==> src/rtl/pwm_ramp_sequencer_if.sv <==
// ---------------------------------------------------------------------------
// pwm_ramp_sequencer_if
//   Request/response bundle between the host (start/stop/target requests) and
//   the soft-start/soft-stop duty sequencer.
//
//   Host -> sequencer : start_i, stop_i, target_i[2:0], dwell_i[DwellWidth-1:0]
//   Sequencer -> host : opc_o[2:0], period_tick_o, busy_o, done_o
//
//   modport master : the requesting side (host / test logic)
//   modport slave  : the sequencer itself
// ---------------------------------------------------------------------------
interface pwm_ramp_sequencer_if #(
  parameter int DwellWidth = 8
);
  logic                  start_i;
  logic                  stop_i;
  logic [2:0]            target_i;
  logic [DwellWidth-1:0] dwell_i;
  logic [2:0]            opc_o;
  logic                  period_tick_o;
  logic                  busy_o;
  logic                  done_o;

  modport master (
    output start_i, stop_i, target_i, dwell_i,
    input  opc_o, period_tick_o, busy_o, done_o
  );

  modport slave (
    input  start_i, stop_i, target_i, dwell_i,
    output opc_o, period_tick_o, busy_o, done_o
  );
endinterface : pwm_ramp_sequencer_if

==> src/rtl/pwm_ramp_sequencer.sv <==
// ---------------------------------------------------------------------------
// pwm_ramp_sequencer
//   Soft-start / soft-stop controller for the 8-bit PWM counter. Produces the
//   3-bit duty code (opc) and walks it one step at a time toward a requested
//   goal, changing it only at PWM period boundaries so the load never sees an
//   abrupt duty jump.
//
// Parameters
//   PeriodLen  : clocks per PWM period (>= 2), matches the counter's sweep
//   DwellWidth : width of the periods-per-step field
//
// Ports
//   clk_i  : clock
//   rst_i  : asynchronous, active-high reset
//   bus    : slave side of pwm_ramp_sequencer_if
//            start_i/stop_i   one-cycle requests
//            target_i         requested duty code (7 is clamped to 6)
//            dwell_i          periods per step (0 behaves as 1)
//            opc_o            registered duty code to the PWM counter
//            period_tick_o    high on the last clock of each PWM period
//            busy_o           high while ramping
//            done_o           registered one-cycle completion pulse
// ---------------------------------------------------------------------------
module pwm_ramp_sequencer #(
  parameter int PeriodLen  = 101,
  parameter int DwellWidth = 8
) (
  input  logic                 clk_i,
  input  logic                 rst_i,
  pwm_ramp_sequencer_if.slave  bus
);

  localparam int                PcntW     = $clog2(PeriodLen);
  localparam logic [PcntW-1:0]  PcntLast  = PcntW'(PeriodLen - 1);
  localparam logic [2:0]        CodeFull  = 3'd6;

  typedef enum logic [1:0] {
    IDLE = 2'd0,
    STEP = 2'd1,
    HOLD = 2'd2
  } state_e;

  state_e                state_q;
  logic [PcntW-1:0]      pcnt_q;
  logic [PcntW-1:0]      pcnt_d;
  logic [2:0]            goal_q;
  logic [2:0]            opc_q;
  logic [DwellWidth-1:0] dwell_q;
  logic [DwellWidth-1:0] dw_cnt_q;
  logic                  stopping_q;
  logic                  done_q;

  logic                  tick;
  logic [2:0]            tgt_clamp;
  logic [DwellWidth-1:0] dwell_eff;
  logic                  step_due;
  logic [2:0]            opc_step;
  logic                  start_ok;
  logic                  stop_ok;

  // Combinational helpers: tick decode, request clamping, next step value.
  always_comb begin
    tick      = (pcnt_q == PcntLast);
    pcnt_d    = tick ? '0 : pcnt_q + PcntW'(1);
    tgt_clamp = (bus.target_i == 3'd7) ? CodeFull : bus.target_i;
    dwell_eff = (bus.dwell_i == '0) ? DwellWidth'(1) : bus.dwell_i;
    step_due  = (dw_cnt_q == dwell_q - DwellWidth'(1));
    // Unsigned compare decides direction, so a lower retarget ramps down.
    opc_step  = (goal_q > opc_q) ? opc_q + 3'd1 : opc_q - 3'd1;
    stop_ok   = bus.stop_i && (state_q != IDLE);
    start_ok  = bus.start_i && (state_q != STEP);
  end

  // Free-running period counter; shares reset with the PWM counter so the
  // tick lines up with the counter's wrap.
  always_ff @(posedge clk_i or posedge rst_i) begin
    if (rst_i) begin
      pcnt_q <= '0;
    end else begin
      pcnt_q <= pcnt_d;
    end
  end

  // Sequencer FSM with registered opc/done.
  always_ff @(posedge clk_i or posedge rst_i) begin
    if (rst_i) begin
      state_q    <= IDLE;
      goal_q     <= 3'd0;
      opc_q      <= 3'd0;
      dwell_q    <= DwellWidth'(1);
      dw_cnt_q   <= '0;
      stopping_q <= 1'b0;
      done_q     <= 1'b0;
    end else begin
      done_q <= 1'b0;
      if (stop_ok) begin
        // Stop wins over a simultaneous start.
        goal_q   <= 3'd0;
        dwell_q  <= dwell_eff;
        dw_cnt_q <= '0;
        if (opc_q == 3'd0) begin
          done_q     <= 1'b1;
          stopping_q <= 1'b0;
          state_q    <= IDLE;
        end else begin
          stopping_q <= 1'b1;
          state_q    <= STEP;
        end
      end else if (start_ok) begin
        goal_q     <= tgt_clamp;
        dwell_q    <= dwell_eff;
        dw_cnt_q   <= '0;
        stopping_q <= 1'b0;
        if (tgt_clamp != opc_q) begin
          state_q <= STEP;
        end else begin
          done_q <= 1'b1;
          // A zero goal from IDLE has nothing to hold.
          if ((state_q == IDLE) && (tgt_clamp == 3'd0)) begin
            state_q <= IDLE;
          end else begin
            state_q <= HOLD;
          end
        end
      end else if ((state_q == STEP) && tick) begin
        if (step_due) begin
          dw_cnt_q <= '0;
          opc_q    <= opc_step;
          // done rises on the same edge the final code is loaded.
          if (opc_step == goal_q) begin
            done_q     <= 1'b1;
            stopping_q <= 1'b0;
            state_q    <= stopping_q ? IDLE : HOLD;
          end
        end else begin
          dw_cnt_q <= dw_cnt_q + DwellWidth'(1);
        end
      end
    end
  end

  assign bus.opc_o         = opc_q;
  assign bus.period_tick_o = tick;
  assign bus.busy_o        = (state_q == STEP);
  assign bus.done_o        = done_q;

endmodule : pwm_ramp_sequencer

==> src/flat_wrapper.sv <==
// flat-port wrapper written by rule: the top's interface ports become plain ports
module pwm_ramp_sequencer_flat 
#(
  parameter int PeriodLen  = 101,
  parameter int DwellWidth = 8
)
  (clk_i, rst_i, bus_start_i, bus_stop_i, bus_target_i, bus_dwell_i, bus_opc_o, bus_period_tick_o, bus_busy_o, bus_done_o);
  pwm_ramp_sequencer_if #(.DwellWidth(DwellWidth)) bus_i ();
  input  logic clk_i;
  input  logic rst_i;
  input wire logic [$bits(bus_i.start_i)-1:0] bus_start_i;
  input wire logic [$bits(bus_i.stop_i)-1:0] bus_stop_i;
  input wire logic [$bits(bus_i.target_i)-1:0] bus_target_i;
  input wire logic [$bits(bus_i.dwell_i)-1:0] bus_dwell_i;
  output wire logic [$bits(bus_i.opc_o)-1:0] bus_opc_o;
  output wire logic [$bits(bus_i.period_tick_o)-1:0] bus_period_tick_o;
  output wire logic [$bits(bus_i.busy_o)-1:0] bus_busy_o;
  output wire logic [$bits(bus_i.done_o)-1:0] bus_done_o;
  assign bus_i.start_i = bus_start_i;
  assign bus_i.stop_i = bus_stop_i;
  assign bus_i.target_i = bus_target_i;
  assign bus_i.dwell_i = bus_dwell_i;
  assign bus_opc_o = bus_i.opc_o;
  assign bus_period_tick_o = bus_i.period_tick_o;
  assign bus_busy_o = bus_i.busy_o;
  assign bus_done_o = bus_i.done_o;
  pwm_ramp_sequencer #(.PeriodLen(PeriodLen), .DwellWidth(DwellWidth)) u_core (.clk_i(clk_i), .rst_i(rst_i), .bus(bus_i));
endmodule
==> config.mk <==
export PLATFORM = sky130hd
export DESIGN_NAME = pwm_ramp_sequencer_flat
export DESIGN_NICKNAME = d
export VERILOG_FILES = /design/src/rtl/pwm_ramp_sequencer_if.sv /design/src/rtl/pwm_ramp_sequencer.sv /design/src/flat_wrapper.sv
export SDC_FILE = /design/constraint.sdc
export NUM_CORES = 1
export LEC_CHECK = 0
export BUFFER_PORTS_ARGS = -buffer_cell sky130_fd_sc_hd__clkbuf_2
export CAP_MARGIN = 40
export CELL_PAD_IN_SITES_DETAIL_PLACEMENT = 1
export CELL_PAD_IN_SITES_GLOBAL_PLACEMENT = 1
export CORE_MARGIN = 1
export CORE_UTILIZATION = 35
export DETAILED_ROUTE_END_ITERATION = 8
export MAX_ROUTING_LAYER = met4
export PLACE_DENSITY = 0.7
export SYNTH_ARGS = -nofsm -noshare
export SYNTH_HDL_FRONTEND = slang
export SYNTH_SLANG_ARGS = --single-unit
==> constraint.sdc <==
create_clock -name clk_i -period 3.6 [get_ports clk_i]
set_input_delay 0.36 -clock clk_i [delete_from_list [all_inputs] [get_ports clk_i]]
set_output_delay 0.36 -clock clk_i [all_outputs]
set_load 0.01 [all_outputs]
==> metrics <==
Top Layer Used met4; top cell type by total area after synthesis dfrtp_1; FILL cells 727; Final Non-Filler Cells 325; Clock Tree Root clkbuf_8; RSZ-0062 raised after global routing no; post-placement cell count 317; post-CTS setup buffer count 0; n_diodes 0; initial antenna violation count 0; synthesis-to-layout area growth 12.4%; FF+latch count, synth 33; DP Worst Slack 0.307 ns; Post-CTS Resized 0; Register Area 827 um2; launch point of the worst path u_core.bus.opc_o[1]; H-Tree Depth 2; first-pass iteration count of the detailed router 4; Post-Synthesis Cells 226; Worst-Margin Slew 0.743 ns; vias per cell 5.52; CP arrival 3.45 ns; GRT overflow 0; commonest non-fill, non-tap cell in the layout dfrtp_1; Final Hold Violating Endpoints 0; clock-pin slew on the worst setup and hold paths 0.07 ns; worst vdd ir 0.000312 V; Synth cell types 60; share of cells above drive strength 1 19.2%; nets@finish 272; Via Count 1793; Antenna Nets Post-Route 0; Post-synth EDFFs 0; hold crit path type input port to async pin; P per Cell Area 624 mW/mm2; Routed met1 length 2460 um; ys async rst share 100%; f_max 0.304 GHz; CTS Buffer Depth 2; vias in the first global route 1806; all-layer global routing usage 18.6%; Max Cap Viol 0; final worst slack 0.314 ns; most frequent cells in the layout dfrtp_1 (32), clkbuf_2 (20), nand2_1 (17); DIE AREA 0.00650 mm2; final routed DRC violation total 0; HPWL Detailed 3840 um; DR WL met2 2400 um; global-route wire length before repair 8850 um; post-synth top area share 37.0%; drt total wl 5060 um; Crit Path Category register to register; Startpoint Class register; core area 0.00596 mm2; Netlist Area Pre-Place 0.00216 mm2; CP endpoint kind register; Final TNS setup 0 ns; DR iter-0 viols 90; Warnings, synthesis 0; CTS tree built; Starting Density 36.3%; Final Max Slew Viols 0; area of the multi-input gates 0.00126 mm2; clock latency on the worst-skew pair 0.29 ns; Synth area leaders dfrtp_1 (37%), xnor2_1 (5.3%), ha_1 (4.0%); skew final 0.0117 ns; Die Ht 80.6 um; status finished clean; Worst Path Required 3.76 ns; sequential area share after synthesis 38.2%; worst r2r src u_core.bus.opc_o[1]; IO buf count 20; maximum fanout along the worst path 7; Setup-failing EPs final 0; FP Rows 28; post-layout min period 3.29 ns; GPL Wtd Cong 0.788; Ports 21; largest net degree at the start of global routing 20; wire per inst 15.6 um; DR WL met3 120 um; Post-Syn Nets 249; CTS buffer count 5; clk sink count 33; Tcrit/Tclk final 91.3%; relative slew slack 50.4%; Chip Width 80.6 um; main flop type after synthesis dfrtp_1; CTS Hold Bufs 0; leakage power 1.02 nW; syn avg cell area 9.58 um2
synthesized netlist by cell type (4+ instances only):
cell / count
and2_1: 4
ha_1: 7
a31oi_1: 4
nand2b_1: 4
xnor2_1: 13
nor3_1: 9
a221o_1: 5
xor2_1: 5
nor2_1: 12
and3_1: 4
dfrtp_1: 32
nand3_1: 11
inv_1: 16
nand4_1: 5
clkbuf_1: 4
a21oi_1: 6
mux2_2: 7
nand2_1: 17
metal layers:
| layer | GRT usage [%] | vias up |
|---|---|---|
| li1 | - | 875 |
| met1 | 23.6 | 892 |
| met2 | 29.3 | 21 |
| met3 | 3.41 | 5 |
| met4 | 6.96 | 0 |
| met5 | - | - |
flip-flops by register name (all words and copies together) (netlist names):
register	cells
u_core.dw_cnt_q	8
u_core.dwell_q	8
u_core.pcnt_q	7
u_core.bus.opc_o	3
u_core.goal_q	3
u_core.state_q	2
u_core.bus.done_o	1
u_core.stopping_q	1
logic make-up after synthesis:
| logic type | after synthesis | synth area share [%] |
|---|---|---|
| buffers and inverters | 22 | 3.93 |
| DFF | 33 | 38.2 |
| and+or+nand+nor | 92 | 24.7 |
| xor gates and xnor gates | 18 | 7.28 |
| adders and majority gates | 8 | 4.97 |
| AOI/OAI and AO/OA | 45 | 16.8 |
| muxes | 8 | 4.10 |
worst max-delay path: stages, from the launching register on:
cell      delay (ns)
dfrtp_1         0.45
inv_1           0.12
ha_1            0.35
nor2b_1         0.17
o21ai_0         0.15
a32oi_1         0.09
fa_1            0.44
or3b_2          0.46
o311a_1         0.16
nand4_1         0.11
nand4b_1        0.15
o31ai_1         0.36
o22ai_1         0.14
stage by stage:
stage	util (%)	instance area, um2	total power, W	hold WS (ns)
6_report	40.9	2430	0.00152	0.170
5_1_grt	40.9	2430	0.00164	0.261
4_1_cts	40.9	2430	0.00154	0.190
3_5_place_dp	39.5	2350	0.00125	0.481
3_3_place_gp	39.5	2350	0.00123	0.481
2_1_floorplan	-	2160	0.00108	0.451
path summary, 6_finish.rpt:
check,cells after the start,endpoint,slack [ns]
setup / recovery,12,u_core.stopping_q,0.31
hold / removal,2,u_core.dw_cnt_q[4],0.17
setup reg to reg,12,u_core.stopping_q,0.31
hold reg to reg,1,u_core.goal_q[0],0.49
max in group asynchronous,3,u_core.dw_cnt_q[3],2.73
min in group clk_i,2,u_core.dwell_q[1],0.31
report_power, final:
group | switching [W] | internal (W)
Sequential | 0.000107 | 0.000459
Clock | 0.000141 | 0.000136
Combinational | 0.000364 | 0.000311
Total | 0.000612 | 0.000907
layout make-up:
cell class                 instances  area share, %
sequential                        33           34.0
multi-input combinational        171           51.6
clock buffer                       7           3.14
tap                               75           3.86
inverter                          16           2.47
timing repair buffer              22           4.73
clock inverter                     1          0.206
Power figures use the tool's default switching activity.
